--- config.mk ---
export PLATFORM = sky130hd
export DESIGN_NAME = axis_multi_bram_loader
export DESIGN_NICKNAME = d
export VERILOG_FILES = /design/src/rtl/fetch_pkg.sv /design/src/rtl/loader_addr_gen.sv /design/src/rtl/axis_multi_bram_loader.sv
export SDC_FILE = /design/constraint.sdc
export NUM_CORES = 1
export LEC_CHECK = 0
export CAP_MARGIN = 30
export CORE_MARGIN = 1.5
export CORE_UTILIZATION = 24
export CTS_CLUSTER_DIAMETER = 120
export DETAILED_ROUTE_END_ITERATION = 10
export PLACE_DENSITY = 0.39
export SKIP_CTS_REPAIR_TIMING = 1
export SYNTH_ARGS = -nofsm -noshare
export SYNTH_HDL_FRONTEND = slang
export SYNTH_SLANG_ARGS = --single-unit
--- constraint.sdc ---
create_clock -name S_AXIS_ACLK -period 7 [get_ports S_AXIS_ACLK]
set_input_delay 2.1 -clock S_AXIS_ACLK [delete_from_list [all_inputs] [get_ports S_AXIS_ACLK]]
set_output_delay 2.1 -clock S_AXIS_ACLK [all_outputs]
set_load 0.02 [all_outputs]
--- src/rtl/fetch_pkg.sv ---
// ============================================================================
// Module      : fetch_pkg
// Description : Shared FSM states, error-bit indices and sizing constants.
// Revision    : 1.0
// ============================================================================
`default_nettype none

package fetch_pkg;

  typedef enum logic [2:0] {
    ST_IDLE   = 3'd0,
    ST_STREAM = 3'd1,
    ST_PAD    = 3'd2,
    ST_DRAIN  = 3'd3,
    ST_DONE   = 3'd4
  } state_t;

  localparam int ERR_SHORT     = 0;
  localparam int ERR_LONG      = 1;
  localparam int ERR_OVF       = 2;
  localparam int LANES_DEFAULT = 4;
  localparam int CNT_W         = 16;

endpackage

`default_nettype wire

--- src/rtl/loader_addr_gen.sv ---
// ============================================================================
// Module      : loader_addr_gen
// Description : Row/column counters, padded width and overflow-aware address.
// Revision    : 1.0
// ============================================================================
`default_nettype none

module loader_addr_gen
  import fetch_pkg::*;
#(
  parameter int ADDR_W = 11,
  parameter int LANES  = LANES_DEFAULT
) (
  input  logic              clk,
  input  logic              rst,
  input  logic              load,
  input  logic              step,
  input  logic [CNT_W-1:0]  row_width,
  input  logic [CNT_W-1:0]  num_rows,
  input  logic              pad_en,
  output logic [ADDR_W-1:0] addr,
  output logic              addr_ovf,
  output logic              last_col,
  output logic              pad_end,
  output logic              last_row,
  output logic              need_pad
);

  localparam int C_PW_W = CNT_W + 1;
  localparam int C_AW   = ADDR_W + CNT_W;
  localparam logic [C_PW_W-1:0] C_LANE_MASK = C_PW_W'(LANES - 1);

  logic [CNT_W-1:0]  r_row_width;
  logic [CNT_W-1:0]  r_num_rows;
  logic [C_PW_W-1:0] r_pw;
  logic [CNT_W-1:0]  r_col;
  logic [CNT_W-1:0]  r_row;
  logic [C_AW-1:0]   r_addr;

  logic [C_PW_W-1:0] w_width_ext;
  logic [C_PW_W-1:0] w_pw;

  assign w_width_ext = {1'b0, row_width};
  assign w_pw = pad_en ? ((w_width_ext + C_LANE_MASK) & ~C_LANE_MASK) : w_width_ext;

  // A running address equals row*PW+col because every position of a row is visited in order.
  always_ff @(posedge clk) begin
    if (rst) begin
      r_row_width <= '0;
      r_num_rows  <= '0;
      r_pw        <= '0;
      r_col       <= '0;
      r_row       <= '0;
      r_addr      <= '0;
    end else if (load) begin
      r_row_width <= row_width;
      r_num_rows  <= num_rows;
      r_pw        <= w_pw;
      r_col       <= '0;
      r_row       <= '0;
      r_addr      <= '0;
    end else if (step) begin
      if ({1'b0, r_col} == r_pw - C_PW_W'(1)) begin
        r_col <= '0;
        r_row <= r_row + CNT_W'(1);
      end else begin
        r_col <= r_col + CNT_W'(1);
      end
      r_addr <= (&r_addr) ? r_addr : r_addr + C_AW'(1);
    end
  end

  assign addr     = r_addr[ADDR_W-1:0];
  assign addr_ovf = |r_addr[C_AW-1:ADDR_W];
  assign last_col = (r_col == r_row_width - CNT_W'(1));
  assign pad_end  = ({1'b0, r_col} == r_pw - C_PW_W'(1));
  assign last_row = (r_row == r_num_rows - CNT_W'(1));
  assign need_pad = (r_pw > {1'b0, r_row_width});

endmodule

`default_nettype wire

--- src/rtl/axis_multi_bram_loader.sv ---
// ============================================================================
// Module      : axis_multi_bram_loader
// Description : AXI-Stream to multi-bank BRAM loader with per-row zero padding.
// Revision    : 1.0
// ============================================================================
`default_nettype none

module axis_multi_bram_loader
  import fetch_pkg::*;
#(
  parameter int NUM_BANKS = 3,
  parameter int ADDR_W    = 11,
  parameter int DATA_W    = 32,
  parameter int LANES     = LANES_DEFAULT,
  localparam int BANK_W   = (NUM_BANKS > 1) ? $clog2(NUM_BANKS) : 1
) (
  input  logic                 S_AXIS_ACLK,
  input  logic                 S_AXIS_ARESET,
  input  logic [DATA_W-1:0]    S_AXIS_TDATA,
  input  logic                 S_AXIS_TVALID,
  output logic                 S_AXIS_TREADY,
  input  logic                 S_AXIS_TLAST,
  input  logic                 cfg_start,
  input  logic [BANK_W-1:0]    cfg_bank,
  input  logic [15:0]          cfg_row_width,
  input  logic [15:0]          cfg_num_rows,
  input  logic [NUM_BANKS-1:0] cfg_pad_mask,
  output logic [ADDR_W-1:0]    bram_addr,
  output logic [DATA_W-1:0]    bram_din,
  output logic [NUM_BANKS-1:0] bram_we,
  output logic                 busy,
  output logic                 done,
  output logic [2:0]           err
);

  state_t               r_state;
  logic                 r_finish;
  logic                 r_drain;
  logic [NUM_BANKS-1:0] r_onehot;
  logic [NUM_BANKS-1:0] r_we;
  logic [ADDR_W-1:0]    r_addr;
  logic [DATA_W-1:0]    r_din;
  logic [2:0]           r_err;

  logic [NUM_BANKS-1:0] w_cfg_onehot;
  logic                 w_tready;
  logic                 w_hs;
  logic                 w_load;
  logic                 w_step;
  logic [ADDR_W-1:0]    w_addr;
  logic                 w_ovf;
  logic                 w_last_col;
  logic                 w_pad_end;
  logic                 w_last_row;
  logic                 w_need_pad;

  // An out-of-range bank index yields an all-zero one-hot: no writes, no padding.
  assign w_cfg_onehot = NUM_BANKS'(1) << cfg_bank;
  assign w_tready     = (r_state == ST_STREAM) || (r_state == ST_DRAIN);
  assign w_hs         = S_AXIS_TVALID && w_tready;
  assign w_load       = (r_state == ST_IDLE) && cfg_start;
  assign w_step       = ((r_state == ST_STREAM) && w_hs) || (r_state == ST_PAD);

  loader_addr_gen #(
    .ADDR_W (ADDR_W),
    .LANES  (LANES)
  ) u_addr_gen (
    .clk       (S_AXIS_ACLK),
    .rst       (S_AXIS_ARESET),
    .load      (w_load),
    .step      (w_step),
    .row_width (cfg_row_width),
    .num_rows  (cfg_num_rows),
    .pad_en    (|(cfg_pad_mask & w_cfg_onehot)),
    .addr      (w_addr),
    .addr_ovf  (w_ovf),
    .last_col  (w_last_col),
    .pad_end   (w_pad_end),
    .last_row  (w_last_row),
    .need_pad  (w_need_pad)
  );

  always_ff @(posedge S_AXIS_ACLK) begin
    if (S_AXIS_ARESET) begin
      r_state  <= ST_IDLE;
      r_finish <= 1'b0;
      r_drain  <= 1'b0;
      r_onehot <= '0;
      r_we     <= '0;
      r_addr   <= '0;
      r_din    <= '0;
      r_err    <= '0;
    end else begin
      r_we <= '0;
      case (r_state)
        ST_IDLE: begin
          if (cfg_start) begin
            r_err    <= '0;
            r_onehot <= w_cfg_onehot;
            r_finish <= 1'b0;
            r_drain  <= 1'b0;
            if ((cfg_row_width == 16'd0) || (cfg_num_rows == 16'd0)) r_state <= ST_DONE;
            else                                                     r_state <= ST_STREAM;
          end
        end
        ST_STREAM: begin
          if (w_hs) begin
            r_we   <= w_ovf ? '0 : r_onehot;
            r_addr <= w_addr;
            r_din  <= S_AXIS_TDATA;
            if (w_ovf) r_err[ERR_OVF] <= 1'b1;
            if (S_AXIS_TLAST && !(w_last_col && w_last_row)) begin
              r_err[ERR_SHORT] <= 1'b1;
              if (w_pad_end) begin
                r_state <= ST_DONE;
              end else begin
                r_finish <= 1'b1;
                r_state  <= ST_PAD;
              end
            end else if (w_last_col) begin
              if (w_last_row) begin
                // A missing TLAST still pads the final row before draining.
                if (!S_AXIS_TLAST) r_err[ERR_LONG] <= 1'b1;
                r_drain <= !S_AXIS_TLAST;
                if (w_need_pad) begin
                  r_finish <= 1'b1;
                  r_state  <= ST_PAD;
                end else begin
                  r_state <= S_AXIS_TLAST ? ST_DONE : ST_DRAIN;
                end
              end else if (w_need_pad) begin
                r_state <= ST_PAD;
              end
            end
          end
        end
        ST_PAD: begin
          r_we   <= w_ovf ? '0 : r_onehot;
          r_addr <= w_addr;
          r_din  <= '0;
          if (w_ovf) r_err[ERR_OVF] <= 1'b1;
          if (w_pad_end) begin
            if (r_finish) r_state <= r_drain ? ST_DRAIN : ST_DONE;
            else          r_state <= ST_STREAM;
          end
        end
        ST_DRAIN: begin
          if (w_hs && S_AXIS_TLAST) r_state <= ST_DONE;
        end
        ST_DONE: begin
          r_state <= ST_IDLE;
        end
        default: begin
          r_state <= ST_IDLE;
        end
      endcase
    end
  end

  assign S_AXIS_TREADY = w_tready;
  assign bram_we       = r_we;
  assign bram_addr     = r_addr;
  assign bram_din      = r_din;
  assign busy          = (r_state != ST_IDLE);
  assign done          = (r_state == ST_DONE);
  assign err           = r_err;

endmodule

`default_nettype wire

After elaboration in Yosys (flattened, before gate mapping)

Index checks and enable logic that the tools add are counted.

Register bits: 165
Logic and storage cells: 127
Input bits: 74

Reduce and logical (&&, ||, !) cells: 32
Order comparisons: 1
Bitwise operators: 2
Add/subtract/negate cells: 7
Equality and inequality tests: 21
Muxes and demuxes: 47
Shifts and indexed selects: 1

Operators with widths:

| kind                                                                  | number |
|---|---|
| 32-bit case mux with 2 select lines                                   | 1 |
| 3-bit 2-to-1 mux                                                      | 18 |
| 16-bit by 1-bit adder with 16-bit output (second input constant)      | 2 |
| 16-bit equality test                                                  | 2 |
| 16-bit zero test                                                      | 2 |
| 32-bit 2-to-1 mux                                                     | 1 |
| 16-bit by 1-bit subtractor with 16-bit output (second input constant) | 2 |
| 27-bit by 1-bit adder with 27-bit output (second input constant)      | 1 |
| 27-bit AND reduction                                                  | 1 |
| 11-bit case mux with 2 select lines                                   | 1 |
| 16-bit by 2-bit adder with 17-bit output (second input constant)      | 1 |
| 16-bit by 17-bit equality test with 1-bit output                      | 1 |
| 17-bit by 16-bit > comparator with 1-bit output                       | 1 |
| 1-bit 2-to-1 mux                                                      | 17 |
| 17-bit 2-to-1 mux                                                     | 1 |
| 17-bit by 1-bit subtractor with 17-bit output (second input constant) | 1 |
| 16-bit 2-to-1 mux                                                     | 1 |
| 16-bit OR reduction                                                   | 1 |
| 7-bit AND reduction                                                   | 2 |
| 2-bit inequality test (second input constant)                         | 6 |
| 3-bit case mux with 4 select lines                                    | 1 |
| 6-bit AND reduction                                                   | 2 |
| 11-bit 2-to-1 mux                                                     | 1 |
| 2-bit AND reduction                                                   | 4 |
| 25 further kinds                                                      | 40 |

Longest topological paths before layout

Depth after elaboration: 8
Depth in mapped cells: 13
Gate-level depth less buffers: 11

Modules after synthesis

A second synthesis with hierarchy kept.

Cell total of the unflattened synthesis: 1070
Area total of the unflattened synthesis: 8882.3 um^2

By module, submodules not included:

| module                 | area each (um^2) | instances | cells an instance | sequential area each (um^2) |
|---|---|---|---|---|
| loader_addr_gen        | 6610.1           | 1         | 808               | 2162.1 |
| axis_multi_bram_loader | 2272.2           | 1         | 262               | 1141.1 |

Worst setup path after synthesis

Ideal clock, no wire load.

Path type: input to register
Start: in cfg_bank[1]
End: reg u_addr_gen.r_pw[12]
Buffers on the path: 1
Slack: 3.063 ns
Data required time: 6.914 ns
Stages on the path: 10
Data arrival time: 3.852 ns
Cells stage by stage: mux2i_1 -> o21a_1 -> nor2_1 -> and4_1 -> and4_1 -> clkbuf_1 -> and4_1 -> nand2_1 -> xnor2_1 -> a211oi_1

Word-level cells in the longest chain between the ends: 4

RTL lines:

| item                                        | line                         | RTL |
|---|---|---|
| start, declared                             | axis_multi_bram_loader.sv:24 | `input logic [BANK_W-1:0] cfg_bank,` |
| 1-bit by 2-bit << shifter with 3-bit output | axis_multi_bram_loader.sv:58 | `assign w_cfg_onehot = NUM_BANKS'(1) << cfg_bank;` |
| 3-bit bitwise AND                           | axis_multi_bram_loader.sv:74 | `.pad_en (\|(cfg_pad_mask & w_cfg_onehot)),` |
| 3-bit OR reduction                          | axis_multi_bram_loader.sv:74 |  |
| 17-bit 2-to-1 mux                           | loader_addr_gen.sv:44        | `assign w_pw = pad_en ? ((w_width_ext + C_LANE_MASK) & ~C_LANE_MASK) : w_width_ext;` |
| end signal, assigned                        | loader_addr_gen.sv:58        | `r_pw <= w_pw;` |
| end, declared                               | loader_addr_gen.sv:35        | `logic [C_PW_W-1:0] r_pw;` |

No other way between the ends.
A chain may end at the register's enable or synchronous reset.

Worst setup path in the final report

Start: in S_AXIS_TVALID
End: reg u_addr_gen.r_addr[21]

Word-level cells in the longest chain between the ends: 4

RTL lines:

| item                          | line                         | RTL |
|---|---|---|
| start, declared               | axis_multi_bram_loader.sv:20 | `input logic S_AXIS_TVALID,` |
| 1-bit logical AND             | axis_multi_bram_loader.sv:60 | `assign w_hs = S_AXIS_TVALID && w_tready;` |
| 1-bit logical AND             | axis_multi_bram_loader.sv:62 | `assign w_step = ((r_state == ST_STREAM) && w_hs) \|\| (r_state == ST_PAD);` |
| 1-bit logical OR              | axis_multi_bram_loader.sv:62 |  |
| 2-bit AND reduction (no line) | --                           |  |
| end signal, assigned          | loader_addr_gen.sv:69        | `r_addr <= (&r_addr) ? r_addr : r_addr + C_AW'(1);` |
| end, declared                 | loader_addr_gen.sv:38        | `logic [C_AW-1:0] r_addr;` |

No other way between the ends.

==> impl_metrics.prom <==
# TYPE chip_impl_metric gauge
chip_impl_metric{name="synth.yosys.seq_area_share",unit="%"} 37.05
chip_impl_metric{name="antenna_violating_nets_post_route",unit=""} 0
chip_impl_metric{name="grt_start_max_net_pins",unit=""} 67
chip_impl_info{name="timing.critical_path.max_delay_family",value="simple AND/OR/NAND/NOR gates"} 1
chip_impl_metric{name="grt_antenna_before_repair",unit=""} 0
chip_impl_metric{name="detail_route.iter0.violations",unit=""} 385
chip_impl_metric{name="cts.reportedPaths.clkPinSlew",unit="ns"} 0.07
chip_impl_metric{name="syn-mean-instance-area",unit="um^2"} 7.834
chip_impl_metric{name="power.leakage",unit="nW"} 3.907
chip_impl_metric{name="post_synth_num_cell_types",unit=""} 68
chip_impl_metric{name="multi_input_area",unit="um^2"} 5246
chip_impl_metric{name="dp_slack",unit="ns"} 1.845
chip_impl_metric{name="cts-buffers-inserted",unit=""} 17
chip_impl_metric{name="setup_viol",unit=""} 0
chip_impl_metric{name="grt_overflow",unit=""} 0
chip_impl_metric{name="rrSetupSlack",unit="ns"} 3.40
chip_impl_metric{name="met3RoutedLength",unit="um"} 796
chip_impl_info{name="r2r_start",value="u_addr_gen.r_pw[2]"} 1
chip_impl_metric{name="post-layout-total-power",unit="mW"} 3.343
chip_impl_metric{name="fin_area",unit="um^2"} 11190
chip_impl_metric{name="remaining_drc_errors",unit=""} 0
chip_impl_metric{name="syn_inst",unit=""} 1138
chip_impl_metric{name="slew_viol_final",unit=""} 0
chip_impl_metric{name="gr_usage_total",unit="%"} 14.47
chip_impl_metric{name="fin_skew",unit="ns"} 0.01543
chip_impl_metric{name="peak_supply_drop",unit="mV"} 0.1912
chip_impl_metric{name="core-area",unit="um^2"} 36610
chip_impl_metric{name="syn_area",unit="um^2"} 8915
chip_impl_info{name="grt_setup_unrepaired",value="false"} 1
chip_impl_metric{name="die-area",unit="um^2"} 38310
chip_impl_metric{name="num_antenna_cells",unit=""} 0
chip_impl_info{name="status",value="finished clean"} 1
chip_impl_info{name="start_kind",value="input pin"} 1
chip_impl_metric{name="port_buffers",unit=""} 125
chip_impl_metric{name="wirelength_met1",unit="um"} 12720
chip_impl_metric{name="maximum_operating_frequency",unit="MHz"} 214.3
chip_impl_metric{name="grt_first_pass_wirelength",unit="um"} 43310
chip_impl_info{name="worst_setup_path_end_kind",value="flop"} 1
chip_impl_info{name="critical_path.slowest_cell",value="nor2b_1"} 1
chip_impl_metric{name="num-fill-cells",unit=""} 3931
chip_impl_metric{name="layout.cells.non_filler",unit=""} 1707
chip_impl_metric{name="slew_headroom",unit="%"} 38.22
chip_impl_metric{name="hold_viol_final",unit=""} 0
chip_impl_metric{name="drt_pre_antenna_iters",unit=""} 4
chip_impl_info{name="worstSetupPathType",value="in2reg"} 1
chip_impl_metric{name="htree_levels",unit=""} 4
chip_impl_info{name="crit-reg2reg-capture",value="u_addr_gen.r_col[14]"} 1
chip_impl_metric{name="wl_met2",unit="um"} 12860
chip_impl_metric{name="area.sequential",unit="um^2"} 3303
chip_impl_metric{name="postSynthNetCount",unit=""} 1234
chip_impl_metric{name="place.detailed.hpwl",unit="um"} 19560
chip_impl_metric{name="floorplan.die.width",unit="um"} 195.7
chip_impl_metric{name="dp.cells",unit=""} 1675
chip_impl_metric{name="post_route_cells_drive_above_1_share",unit="%"} 5.004
chip_impl_metric{name="start_util",unit="%"} 24.35
chip_impl_metric{name="min_period_over_period",unit="%"} 66.65
chip_impl_metric{name="std_cell_rows",unit=""} 70
chip_impl_metric{name="power-per-cell-area",unit="nW/um^2"} 298.8
chip_impl_info{name="clock_tree_from_tritoncts",value="done"} 1
chip_impl_metric{name="die_height",unit="um"} 195.7
chip_impl_metric{name="cpPeakStageDelay",unit="ns"} 0.69
chip_impl_metric{name="cts.sinks",unit=""} 165
chip_impl_metric{name="dr_total_vias",unit=""} 7959
chip_impl_metric{name="post_drt_via_cell_ratio",unit=""} 4.663
chip_impl_metric{name="timing.critical_path.buf_inv",unit=""} 1
chip_impl_metric{name="path_max_fanout",unit=""} 14
chip_impl_metric{name="placement.cell_area",unit="um^2"} 10590
chip_impl_metric{name="grt_pass1_vias",unit=""} 7728
chip_impl_metric{name="count_of_flip_flops_with_a_built_in_enable_after_synthesis",unit=""} 0
chip_impl_metric{name="synth-seq-cells",unit=""} 165
chip_impl_metric{name="ioPinCount",unit=""} 126
chip_impl_metric{name="yosysWarningCount",unit=""} 0
chip_impl_metric{name="crit_arrival",unit="ns"} 5.00
chip_impl_metric{name="cap_violations",unit=""} 0
chip_impl_metric{name="wirelength",unit="um"} 26690
chip_impl_metric{name="timing_worst_slew_pin_value",unit="ns"} 0.9233
chip_impl_info{name="hold_class",value="reg2reg"} 1
chip_impl_metric{name="worst_r2r_path_depth",unit=""} 9
chip_impl_metric{name="worst-endpoint-required",unit="ns"} 7.34
chip_impl_metric{name="synth_async_sr_flop_share",unit="%"} 0
chip_impl_metric{name="clock_latency",unit="ns"} 0.45
chip_impl_info{name="worst_setup_path_endpoint",value="u_addr_gen.r_addr[21]"} 1
chip_impl_info{name="highest-signal-layer",value="met4"} 1
chip_impl_metric{name="post_drt_wl_per_cell",unit="um"} 15.63
chip_impl_metric{name="layout-area-overhead-vs-synth",unit="%"} 25.49
chip_impl_metric{name="finalNetCount",unit=""} 1322
chip_impl_metric{name="layout_min_cycle_time",unit="ns"} 4.665
chip_impl_metric{name="finalWorstSetupSlack",unit="ns"} 2.335
chip_impl_info{name="ctsRootBufferMaster",value="clkbuf_16"} 1
chip_impl_metric{name="cts_buffer_depth",unit=""} 2
chip_impl_info{name="cp-startpoint",value="S_AXIS_TVALID"} 1
chip_impl_info{name="worstPathCellList",value="clkdlybuf4s50_1 > nand3_1 > a21o_1 > a21oi_1 > and3_1 > nor2b_1 > and4_1 > xnor2_1 > nor2_1"} 1
chip_impl_metric{name="worst-path-stages",unit=""} 9
chip_impl_info{name="synthFlopType",value="dfxtp_1"} 1
chip_impl_metric{name="totalNegativeSetupSlack",unit="ns"} 0
chip_impl_metric{name="place.gp.congestion",unit=""} 0.7450
-- state kept, by name, summed over array words and instances (netlist names) --
register	cells
u_addr_gen.r_col	16
u_addr_gen.r_num_rows	16
r_onehot	3
u_addr_gen.r_row	16
u_addr_gen.r_pw	17
bram_addr	11
u_addr_gen.r_addr	27
r_state	3
bram_we	3
r_drain	1
err	3
u_addr_gen.r_row_width	16
r_finish	1
bram_din	32
-- worst min-delay path by stage --
| stage | start | to | slack, ns | depth (start not counted) |
|---|---|---|---|---|
| 6_report | bram_din[23] | bram_din[23] | 0.45 | 2 |
| 5_1_grt | bram_din[19] | bram_din[19] | 0.47 | 2 |
| 4_1_cts | bram_din[12] | bram_din[12] | 0.46 | 2 |
| 3_5_place_dp | bram_din[12] | bram_din[12] | 0.45 | 2 |
| 3_3_place_gp | bram_din[14] | bram_din[14] | 0.44 | 2 |
| 2_1_floorplan | r_onehot[1] | r_onehot[1] | 0.43 | 2 |
-- worst register-to-register path: cells and delay by family, from the launching register on --
kind	cells	cell delay (ns)
simple gates	7	2.64
flops	1	0.42
compound gates	2	0.43
-- cells in the final DEF, fill, tap and decap left out, types with 4 or more instances in the layout --
master / netlist / final
a211o_1: 4 / 4
a211oi_1: 22 / 22
a21o_1: 7 / 7
a21oi_1: 112 / 111
a22oi_1: 4 / 4
a31oi_1: 9 / 9
and2_1: 12 / 11
and3_1: 13 / 13
and4_1: 17 / 17
buf_4: 1 / 6
clkbuf_16: 0 / 17
clkdlybuf4s50_1: 0 / 124
dfxtp_1: 165 / 165
ha_1: 22 / 22
inv_1: 37 / 37
inv_6: 0 / 5
mux2i_1: 6 / 6
nand2_1: 207 / 207
nand2b_1: 5 / 4
nand3_1: 36 / 36
nand3b_1: 4 / 4
nand4_1: 28 / 28
nor2_1: 107 / 107
nor2b_1: 5 / 5
nor3_1: 17 / 17
nor4_1: 17 / 17
nor4_2: 5 / 5
o2111ai_1: 5 / 5
o21a_1: 5 / 5
o21ai_0: 19 / 19
o31ai_1: 6 / 6
or3_1: 15 / 15
xnor2_1: 44 / 44
xor2_1: 72 / 72
-- metrics by stage --
step	utilization (%)	hold WS (ns)
after floorplan	-	0.4273
after global placement	28.86	0.4423
after detailed placement	28.91	0.4465
after CTS	30.56	0.4563
after global routing	30.56	0.4720
final	30.56	0.4514
-- area by class of cell --
| cell class | count | share of cell area, % |
|---|---|---|
| Tap cell | 468 | 5.234 |
| Timing Repair Buffer | 132 | 11.72 |
| Clock buffer | 19 | 3.959 |
| Clock inverter | 13 | 1.420 |
| Sequential cell | 165 | 29.53 |
| Inverter | 37 | 1.241 |
| Multi-Input combinational cell | 873 | 46.90 |
-- per-layer routing --
layer | track usage (%) | up-vias
li1 | - | 4137
met1 | 18.69 | 3682
met2 | 24.52 | 121
met3 | 2.768 | 19
met4 | 4.131 | 0
met5 | 0 | -
-- synthesized netlist by cell type, types with 7 or more instances --
cell | count | area share (%)
nand2_1 | 207 | 8.7
dfxtp_1 | 165 | 37
a21oi_1 | 112 | 6.3
nor2_1 | 107 | 4.5
xor2_1 | 72 | 7.1
clkbuf_1 | 51 | 2.1
xnor2_1 | 44 | 4.3
inv_1 | 37 | 1.6
nand3_1 | 36 | 2.0
nand4_1 | 28 | 2.0
a211oi_1 | 22 | 1.9
ha_1 | 22 | 3.1
o21ai_0 | 19 | 1.1
and4_1 | 17 | 1.7
nor3_1 | 17 | 0.95
nor4_1 | 17 | 1.2
or3_1 | 15 | 1.1
and3_1 | 13 | 0.91
and2_1 | 12 | 0.84
a31oi_1 | 9 | 0.63
a21o_1 | 7 | 0.59
buf_1 | 7 | 0.29
-- cell families after synthesis --
group / share of synthesized area [%]
and+or+nand+nor: 28.17
AOI/OAI and AO/OA: 15.31
DFF: 37.05
xor gates and xnor gates: 11.40
buffers and inverters: 4.309
adders and majority gates: 3.088
muxes: 0.6737
-- power breakdown --
group          total [mW]  leakage, nW  internal [mW]  switching, mW
clock               0.994        0.289          0.547          0.447
sequential           1.20         1.34           1.04          0.159
combinational        1.15         2.28          0.481          0.670
No activity file was read; power rests on OpenSTA's default activity.
